### config.mk
export PLATFORM = sky130hd
export DESIGN_NAME = romulus_round_sched_flat
export DESIGN_NICKNAME = d
export VERILOG_FILES = /design/src/rtl/romulus_round_sched_if.sv /design/src/rtl/romulus_round_sched.sv /design/src/flat_wrapper.sv
export SDC_FILE = /design/constraint.sdc
export NUM_CORES = 1
export LEC_CHECK = 0
export CORE_ASPECT_RATIO = 1.5
export CORE_MARGIN = 3
export CORE_UTILIZATION = 42
export DETAILED_ROUTE_END_ITERATION = 7
export GPL_TIMING_DRIVEN = 0
export PLACE_DENSITY = 0.73
export SYNTH_ARGS = -nofsm -noshare
export SYNTH_HDL_FRONTEND = slang
export SYNTH_SLANG_ARGS = --single-unit
### constraint.sdc
create_clock -name clk -period 1.52 [get_ports clk]
set_clock_uncertainty 0.05 [all_clocks]
set_input_delay 0.304 -clock clk [delete_from_list [all_inputs] [get_ports clk]]
set_output_delay 0.304 -clock clk [all_outputs]
set_load 0.02 [all_outputs]
### src/rtl/romulus_round_sched_if.sv
// Handshake and datapath-enable bundle between the mode controller and the
// Romulus round scheduler.
interface romulus_round_sched_if #(
    parameter int CLKS_PER_RND = 1,
    parameter int CONSTW       = 6,
    parameter int RNDW         = 6
);
    logic                    start;
    logic                    abort;
    logic                    out_ready;
    logic                    busy;
    logic                    load;
    logic [CLKS_PER_RND-1:0] enrnd;
    logic                    sen;
    logic                    ten;
    logic [CONSTW-1:0]       constant;
    logic [RNDW-1:0]         rnd;
    logic                    out_valid;

    modport master (
        output start, abort, out_ready,
        input  busy, load, enrnd, sen, ten, constant, rnd, out_valid
    );

    modport slave (
        input  start, abort, out_ready,
        output busy, load, enrnd, sen, ten, constant, rnd, out_valid
    );
endinterface

### src/rtl/romulus_round_sched.sv
// Romulus round scheduler: sequences LOAD, ROUNDS x CLKS_PER_RND round phases and
// a held completion handshake. Optional cancel path: define ROMULUS_SCHED_ABORT_EN.
module romulus_round_sched #(
    parameter int ROUNDS       = 40,
    parameter int CLKS_PER_RND = 1,
    parameter int CONSTW       = 6,
    parameter int RNDW         = 6
) (
    input logic                  clk,
    input logic                  rst,
    romulus_round_sched_if.slave bus
);
    localparam int PHW = (CLKS_PER_RND > 1) ? $clog2(CLKS_PER_RND) : 1;
    localparam logic [PHW-1:0]          PH_LAST  = PHW'(CLKS_PER_RND - 1);
    localparam logic [RNDW-1:0]         RND_LAST = RNDW'(ROUNDS - 1);
    localparam logic [CONSTW-1:0]       RC_INIT  = CONSTW'(1);
    localparam logic [CLKS_PER_RND-1:0] EN_FIRST = CLKS_PER_RND'(1);
    localparam logic                    SEN_ON_FIRST = (PH_LAST == '0);

    typedef enum logic [1:0] {IDLE, LOAD, ROUND, HOLD} state_t;

    state_t                  state;
    logic [PHW-1:0]          phase;
    logic [PHW-1:0]          phase_inc;
    logic [CONSTW-1:0]       rc;
    logic [CONSTW-1:0]       rc_next;
    logic [RNDW-1:0]         rnd_q;
    logic                    busy_q;
    logic                    load_q;
    logic                    sen_q;
    logic [CLKS_PER_RND-1:0] enrnd_q;
    logic                    out_valid_q;
    logic                    abort_act;
    logic                    kill;
    logic                    go_load;
    logic                    go_idle;

`ifdef ROMULUS_SCHED_ABORT_EN
    assign abort_act = bus.abort;
`else
    logic unused_abort;
    assign unused_abort = bus.abort;
    assign abort_act    = 1'b0;
`endif

    assign phase_inc = phase + PHW'(1);
    assign rc_next   = {rc[CONSTW-2:0], rc[CONSTW-1] ^ rc[CONSTW-2] ^ 1'b1};

    // abort outranks both start and the completion handshake
    assign kill    = abort_act && (state != IDLE);
    assign go_load = ((state == IDLE) && bus.start && !abort_act) ||
                     ((state == HOLD) && bus.out_ready && bus.start);
    assign go_idle = kill || ((state == HOLD) && bus.out_ready && !bus.start);

    always_ff @(posedge clk or posedge rst) begin
        if (rst) begin
            state       <= IDLE;
            phase       <= '0;
            rc          <= '0;
            rnd_q       <= '0;
            busy_q      <= 1'b0;
            load_q      <= 1'b0;
            sen_q       <= 1'b0;
            enrnd_q     <= '0;
            out_valid_q <= 1'b0;
        end else begin
            load_q  <= 1'b0;
            sen_q   <= 1'b0;
            enrnd_q <= '0;
            if (go_idle) begin
                state       <= IDLE;
                phase       <= '0;
                rc          <= '0;
                rnd_q       <= '0;
                busy_q      <= 1'b0;
                out_valid_q <= 1'b0;
            end else if (go_load) begin
                state       <= LOAD;
                phase       <= '0;
                rc          <= RC_INIT;
                rnd_q       <= '0;
                busy_q      <= 1'b1;
                load_q      <= 1'b1;
                out_valid_q <= 1'b0;
            end else begin
                // Outputs are set from the upcoming phase so they stay registered.
                case (state)
                    LOAD: begin
                        state   <= ROUND;
                        enrnd_q <= EN_FIRST;
                        sen_q   <= SEN_ON_FIRST;
                    end
                    ROUND: begin
                        if (phase == PH_LAST) begin
                            phase <= '0;
                            rc    <= rc_next;
                            if (rnd_q == RND_LAST) begin
                                state       <= HOLD;
                                out_valid_q <= 1'b1;
                            end else begin
                                rnd_q   <= rnd_q + RNDW'(1);
                                enrnd_q <= EN_FIRST;
                                sen_q   <= SEN_ON_FIRST;
                            end
                        end else begin
                            phase   <= phase_inc;
                            enrnd_q <= enrnd_q << 1;
                            sen_q   <= (phase_inc == PH_LAST);
                        end
                    end
                    default: ;
                endcase
            end
        end
    end

    assign bus.busy      = busy_q;
    assign bus.load      = load_q;
    assign bus.enrnd     = enrnd_q;
    assign bus.sen       = sen_q;
    assign bus.ten       = sen_q;
    assign bus.constant  = rc;
    assign bus.rnd       = rnd_q;
    assign bus.out_valid = out_valid_q;
endmodule
### src/flat_wrapper.sv
// flat-port wrapper written by rule: the top's interface ports become plain ports
module romulus_round_sched_flat 
#(
    parameter int ROUNDS       = 40,
    parameter int CLKS_PER_RND = 1,
    parameter int CONSTW       = 6,
    parameter int RNDW         = 6
)
  (clk, rst, bus_start, bus_abort, bus_out_ready, bus_busy, bus_load, bus_enrnd, bus_sen, bus_ten, bus_constant, bus_rnd, bus_out_valid);
  romulus_round_sched_if #(.CLKS_PER_RND(CLKS_PER_RND), .CONSTW(CONSTW), .RNDW(RNDW)) bus_i ();
  input logic clk;
  input logic rst;
  input wire logic [$bits(bus_i.start)-1:0] bus_start;
  input wire logic [$bits(bus_i.abort)-1:0] bus_abort;
  input wire logic [$bits(bus_i.out_ready)-1:0] bus_out_ready;
  output wire logic [$bits(bus_i.busy)-1:0] bus_busy;
  output wire logic [$bits(bus_i.load)-1:0] bus_load;
  output wire logic [$bits(bus_i.enrnd)-1:0] bus_enrnd;
  output wire logic [$bits(bus_i.sen)-1:0] bus_sen;
  output wire logic [$bits(bus_i.ten)-1:0] bus_ten;
  output wire logic [$bits(bus_i.constant)-1:0] bus_constant;
  output wire logic [$bits(bus_i.rnd)-1:0] bus_rnd;
  output wire logic [$bits(bus_i.out_valid)-1:0] bus_out_valid;
  assign bus_i.start = bus_start;
  assign bus_i.abort = bus_abort;
  assign bus_i.out_ready = bus_out_ready;
  assign bus_busy = bus_i.busy;
  assign bus_load = bus_i.load;
  assign bus_enrnd = bus_i.enrnd;
  assign bus_sen = bus_i.sen;
  assign bus_ten = bus_i.ten;
  assign bus_constant = bus_i.constant;
  assign bus_rnd = bus_i.rnd;
  assign bus_out_valid = bus_i.out_valid;
  romulus_round_sched #(.ROUNDS(ROUNDS), .CLKS_PER_RND(CLKS_PER_RND), .CONSTW(CONSTW), .RNDW(RNDW)) u_core (.clk(clk), .rst(rst), .bus(bus_i));
endmodule
==> results.ini, run 1 <==
[die]
width_of_the_die_um = 43.6
die_area_sq_um = 2720
fp.dieH_um = 62.4
initial_core_util_pct = 46.2
floorplan.core_area_sq_um = 1930
count_of_pins_on_the_block_boundary = 23
fp-row-count = 19

[cts]
clock_tree.buffer_depth = 2
cts_tree = yes
clock_tree_root_buffer_cell = sky130_fd_sc_hd__clkbuf_4
tritoncts_num_sinks = 18
post_cts_hold_buffer_count = 0
clkLatencyLatePin_ns = 0.29
cts.clk_slew.worst_paths_ns = 0.10
tritoncts_buffer_count = 3
cts.htree.levels = 1

[critical_path]
crit_fanout = 3
timing.critical_path.max_delay_family = buffers and inverters
timing.setup.critical_path_class = flip-flop to output port
critPathArrivalTime_ns = 1.14
worst-endpoint-required_ns = 1.17
timing.critical_path.from = u_core.bus.enrnd
cp_slowest_cell = sky130_fd_sc_hd__dfrtp_1
slowest_delay_ns = 0.41
r2r_start = u_core.bus.rnd[0]
cp_cell_sequence = buf_4 -> dlygate4sd2_1
critPathCaptureType = output port
worstSetupStartpointType = flip-flop
worstPathBufferInverterCount = 2

[route]
drt-pass1-iter-count = 4
drt_drc_violations_left = 0
routed_wire_length_per_instance_um = 14.5
ant_nets = 0
vias = 730
routed_via_density = 5.53
initialDrtViolationCount = 5
detail_route.wirelength_um = 1920

[synth]
synthFlopType = sky130_fd_sc_hd__dfrtp_1
sequential_fraction_of_the_synthesis_area_pct = 50.6
ys_async_sr_fraction_pct = 100
synthesis.yosys.warnings = 0
synth-edff-count = 0
ys_ff_latch = 18
yosys.area_share.simple_pct = 14.8
synthesis.instances = 84
net_count_after_synthesis = 94
post_synthesis_compound_gate_area_fraction_pct = 11.8
proportion_of_synthesized_area_in_mux_cells_pct = 9.00
synth_top_family_by_area = simple AND/OR/NAND/NOR gates
synth_xor_xnor_area_share_pct = 1.97
yosys.cell_types.count = 29
netlist_area_sq_um = 890
synth_fa_ha_area_share_pct = 7.03
per_instance_average_area_after_synthesis_sq_um = 10.6

[finish]
fin_nets = 123
flow.area_growth_from_synthesis_pct = 34.3
layout.filler_cells = 176
layout-drive-gt1-share_pct = 18.9
finished_layout_cells = 132
stdcell_area_sq_um = 1190
diodes = 0

[global_routing]
grtUsageTotal_pct = 14.6
overflow = 0
grt_pass1_wl_um = 3110
grt_pass1_vias = 773
global_route_hottest_layer = met2
grt_util_met1_pct = 15.6
grt_max_degree = 19
grt_use_met2_pct = 26.1
initial_antenna_violation_count = 0
met3_track_demand_over_resource_in_global_routing_pct = 2.02

[pwr]
power.sequential.fraction_pct = 34.7
leakage_nw = 0.624
total_switching_power_mw = 1.10
comb_power_share_pct = 56.0
power.density_nw_per_um2 = 2090
vdd_ir_drop_max_v = 0.00124
internal_power_mw = 1.40
netSwitchingFraction_pct = 44.0
power.clock.fraction_pct = 9.3

[timing]
fin_crit_sh_pct = 98.4
worst_slew_margin_rel_pct = 56.3
final_hold_viol_count = 0
layout_min_cycle_time_ns = 1.50
setup-violations-final = 0
report.final.slew_viol_count = 0
clock.fmax_mhz = 669
transition_time_at_the_pin_with_the_least_slew_margin_ns = 0.655
totalNegativeSetupSlack_ns = 0

[place]
numPortBuffers = 21
dpl-instance-area_sq_um = 1130
placedCellCount = 126
gp_congestion = 0.751
dpl.hpwl_um = 1250

[worst_hold_path]
worstHoldPathType = input port to asynchronous set/reset pin

[status]
run_status = completed

[job]
max_cap_violations = 0

-- cells in the final DEF (no fill, tap or decap), types with 2 or more instances in the layout --
cell type,instances
sky130_fd_sc_hd__dfrtp_2,3
sky130_fd_sc_hd__clkbuf_4,4
sky130_fd_sc_hd__buf_4,6
sky130_fd_sc_hd__o21ai_0,2
sky130_fd_sc_hd__clkdlybuf4s50_1,3
sky130_fd_sc_hd__mux2i_1,8
sky130_fd_sc_hd__dlygate4sd2_1,18
sky130_fd_sc_hd__nand2_1,11
sky130_fd_sc_hd__nor2_1,7
sky130_fd_sc_hd__dfrtp_1,15
sky130_fd_sc_hd__a31oi_1,2
sky130_fd_sc_hd__ha_1,3
sky130_fd_sc_hd__inv_1,4
sky130_fd_sc_hd__a21oi_1,3
sky130_fd_sc_hd__o21ai_1,3
-- cell type report --
cell class | instances | area (sq um) | share of cell area, %
well taps | 21 | 26.3 | 2.20
clock buffers | 3 | 22.5 | 1.88
repair buffers | 24 | 210 | 17.6
flip-flops and latches | 18 | 454 | 38.0
inverters | 5 | 18.8 | 1.57
plain buffers | 4 | 30.0 | 2.51
multi-input cells | 57 | 433 | 36.2
-- logic make-up after synthesis --
group / after synthesis
AOI/OAI and AO/OA: 16
DFF: 18
adders and majority gates: 5
buffers and inverters: 9
and+or+nand+nor: 26
xor gates and xnor gates: 2
muxes: 8
-- path summary, 6_finish.rpt --
check / end / cells past startpoint / slack (ns)
setup / recovery: bus_ten / 2 / 0.02
hold / removal: u_core.bus.rnd[3] / 2 / 0.35
setup reg to reg: u_core.bus.rnd[1] / 4 / 0.04
hold reg to reg: u_core.bus.busy / 2 / 0.44
max in group asynchronous: u_core.bus.rnd[0] / 2 / 0.62
min in group clk: u_core.bus.busy / 2 / 0.44
-- stage by stage --
| stage | util [%] | setup WS [ns] | power [mW] | hold WS (ns) |
|---|---|---|---|---|
| 4_1_cts | 59.8 | 0.00685 | 2.37 | 0.378 |
| 5_1_grt | 62.1 | -0.0254 | 2.69 | 0.424 |
| 2_1_floorplan | - | 0.0305 | 1.70 | 0.193 |
| 6_report | 62.1 | 0.0245 | 2.50 | 0.346 |
| 3_5_place_dp | 58.5 | -0.218 | 2.21 | 0.427 |
| 3_3_place_gp | 58.5 | -0.184 | 2.16 | 0.409 |
-- power by group through the flow --
stage	combinational, mW	clock (mW)	sequential, mW
after detailed placement	1.35	0	0.851
after global placement	1.32	0	0.839
after global routing	1.54	0.245	0.907
final	1.40	0.232	0.868
after floorplan	0.690	0	1.01
after CTS	1.29	0.235	0.840
-- metal layers --
metal | vias to the layer above | wire, um
li1 | 343 | -
met1 | 359 | 716
met2 | 23 | 1080
met3 | 5 | 80
met4 | 0 | 39
met5 | - | 0
-- worst reg2reg max path: stages (launching register included) --
cell and delay (ns):
sky130_fd_sc_hd__dfrtp_2 0.46, sky130_fd_sc_hd__ha_2 0.23, sky130_fd_sc_hd__and4bb_4 0.24, sky130_fd_sc_hd__a21boi_4 0.21, sky130_fd_sc_hd__mux2i_1 0.22
-- registers in the layout, indices dropped and copies added, names as in the netlist --
name / flops
u_core.bus.busy: 1
u_core.bus.constant: 6
u_core.bus.enrnd: 1
u_core.bus.load: 1
u_core.bus.out_valid: 1
u_core.bus.rnd: 6
u_core.state: 2
-- cells in the mapped netlist, drive strengths merged, types with 2 or more instances --
cell	n	area, sq um
a21oi	4	23.8
ha	5	62.6
buf	3	20.0
nand2	11	41.3
inv	5	18.8
a31oi	2	12.5
nand4	2	18.8
nor2	7	26.3
mux2i	8	80.1
o21ai	5	25.0
dfrtp	18	450
-- repair_timing --
| action | 4_1_cts | 5_1_grt |
|---|---|---|
| pin swaps | 0 | 2 |
| endpoints found under the setup margin | 31 | 13 |
| buffers inserted | 1 | 2 |
| resized for setup | 23 | 10 |
| cloned | 0 | 0 |
No activity file was read; power rests on OpenSTA's default activity.
==> run 2: changes to the inputs <==
- RECOVER_POWER: unset -> 100
==> results.ini, run 2 (synthesized netlist as in run 1, its figures left out) <==
[finish]
layout-drive-gt1-share_pct = 18.9  ; unchanged
fin_nets = 123  ; unchanged
finish.utilization_pct = 62.1  ; unchanged
flow.area_growth_from_synthesis_pct = 34.3  ; unchanged
most-common-layout-cells = 18 x sky130_fd_sc_hd__dlygate4sd2_1, 15 x sky130_fd_sc_hd__dfrtp_1, 11 x sky130_fd_sc_hd__nand2_1
diodes = 0  ; unchanged
final_common_cell = sky130_fd_sc_hd__dlygate4sd2_1

[cts]
clock_tree.buffer_depth = 2  ; unchanged
cts.htree.levels = 1  ; unchanged
cts_tree = yes
clkLatencyLatePin_ns = 0.29  ; about the same
post_cts_hold_buffer_count = 0  ; unchanged
tritoncts_num_sinks = 18  ; unchanged
clock_tree_root_buffer_cell = sky130_fd_sc_hd__clkbuf_4
cts.clk_slew.worst_paths_ns = 0.09  ; about the same
tritoncts_buffer_count = 3  ; unchanged

[place]
gp_congestion = 0.751  ; unchanged
dpl.hpwl_um = 1250  ; unchanged
numPortBuffers = 21  ; unchanged

[timing]
worst_hold_slack_ns = 0.437  ; +0.0914 ns
worst_slew_margin_rel_pct = 56.3  ; about the same
clock.fmax_mhz = 669  ; about the same
final_hold_viol_count = 0  ; unchanged
layout_min_cycle_time_ns = 1.50  ; +0.0000109 ns
setup-violations-final = 0  ; unchanged
report.final.slew_viol_count = 0  ; unchanged
totalNegativeSetupSlack_ns = 0  ; unchanged
fin_crit_sh_pct = 98.4  ; about the same
transition_time_at_the_pin_with_the_least_slew_margin_ns = 0.655  ; +0.0000861 ns

[critical_path]
critPathArrivalTime_ns = 1.14  ; about the same
timing.critical_path.max_delay_family = buffers and inverters
cp_slowest_cell = sky130_fd_sc_hd__dfrtp_1
critPathCaptureType = output port
crit_fanout = 3  ; unchanged
worstSetupStartpointType = flip-flop
slowest_delay_ns = 0.41  ; about the same
worst-endpoint-required_ns = 1.17  ; about the same
timing.setup.critical_path_class = flip-flop to output port
worstPathBufferInverterCount = 2  ; unchanged
cp_cell_sequence = buf_4 -> dlygate4sd2_1

[status]
run_status = completed

[job]
max_cap_violations = 0  ; unchanged

[die]
initial_core_util_pct = 46.2  ; unchanged
width_of_the_die_um = 43.6  ; unchanged
count_of_pins_on_the_block_boundary = 23  ; unchanged
floorplan.core_area_sq_um = 1930  ; unchanged
die_area_sq_um = 2720  ; unchanged
fp-row-count = 19  ; unchanged
fp.dieH_um = 62.4  ; unchanged

[worst_hold_path]
worstHoldPathType = flip-flop to flip-flop

[route]
drt_drc_violations_left = 0  ; unchanged
routed_wire_length_per_instance_um = 14.5  ; unchanged
initialDrtViolationCount = 5  ; unchanged
vias = 730  ; unchanged
ant_nets = 0  ; unchanged
drt-pass1-iter-count = 4  ; unchanged
detail_route.wirelength_um = 1920  ; unchanged
routed_via_density = 5.53  ; unchanged

[global_routing]
grt_util_met1_pct = 15.6  ; unchanged
grt_use_met2_pct = 26.1  ; unchanged
global_route_hottest_layer = met2
grt_max_degree = 19  ; unchanged
overflow = 0  ; unchanged
grt_pass1_wl_um = 3110  ; unchanged
initial_antenna_violation_count = 0  ; unchanged
met3_track_demand_over_resource_in_global_routing_pct = 2.02  ; unchanged
grtUsageTotal_pct = 14.6  ; unchanged
grt_pass1_vias = 773  ; unchanged

[pwr]
leakage_nw = 0.623  ; -0.11%
vdd_ir_drop_max_v = 0.00124  ; about the same
power.density_nw_per_um2 = 2090  ; -0.19%
fin_total_pwr_mw = 2.49  ; -0.19%

run 2: cell types whose count changed in the layout (fill, tap and decap cells not counted):
| cell | before | now |
|---|---|---|
| sky130_fd_sc_hd__clkdlybuf4s50_1 | 3 | 2 |
| sky130_fd_sc_hd__o21ai_1 | 3 | 2 |
| sky130_fd_sc_hd__and2_1 | 1 | 0 |
| sky130_fd_sc_hd__dlygate4sd3_1 | 0 | 1 |
| sky130_fd_sc_hd__o21ai_0 | 2 | 3 |
| sky130_fd_sc_hd__and2_0 | 0 | 1 |
run 2: worst register-to-register path, stage by stage (launching register included):
cell                       delay [ns]
sky130_fd_sc_hd__dfrtp_2         0.46
sky130_fd_sc_hd__ha_2            0.23
sky130_fd_sc_hd__and4bb_4        0.24
sky130_fd_sc_hd__a21boi_4        0.21
sky130_fd_sc_hd__mux2i_1         0.22
run 2: final timing paths:
| kind | to | slack [ns] | startpoint | depth (start not counted) |
|---|---|---|---|---|
| setup / recovery | bus_ten | 0.02 | u_core.bus.enrnd | 2 |
| hold / removal | u_core.bus.busy | 0.44 | u_core.bus.busy | 2 |
| setup reg to reg | u_core.bus.rnd[1] | 0.04 | u_core.bus.rnd[0] | 4 |
| hold reg to reg | u_core.bus.busy | 0.44 | u_core.bus.busy | 2 |
| max in group asynchronous | u_core.bus.rnd[0] | 0.48 | rst | 2 |
| min in group asynchronous | u_core.bus.rnd[3] | 0.48 | rst | 2 |
run 2: final cells by class:
class,count,area (sq um)
Buffer,4,30.0
Clock buffer,3,22.5
Fill cell,176,731
Inverter,5,18.8
Multi-Input combinational cell,57,433
Sequential cell,18,454
Tap cell,21,26.3
Timing Repair Buffer,24,210
run 2: per-layer routing:
layer  vias up  part of all wire (%)
met5         -                     0
met4         0                   2.0
met3         5                   4.2
met2        23                    56
met1       359                    37
li1        343                     -
run 2: what timing repair did:
| action | 4_1_cts | 5_1_grt |
|---|---|---|
| endpoints found under the setup margin | 31 | 13 |
| gates resized for setup | 23 | 10 |
| pin swaps | 0 | 2 |
| buffers inserted | 1 | 2 |
run 2: through the flow:
stage               cell area [sq um]  setup slack, ns  instances
detailed placement               1130           -0.218        126
global placement                 1130           -0.184        126
CTS                              1150          0.00685        130
global route                     1190          -0.0254        132
floorplan                         890           0.0305         84
finish                           1190           0.0245        132
run 2: power by group:
part	internal, mW	total (mW)	leakage [nW]	switching [mW]
clock	0.0923	0.232	0.0138	0.139
combinational	0.633	1.39	0.383	0.761
sequential	0.671	0.868	0.226	0.197
total	1.40	2.49	0.623	1.10
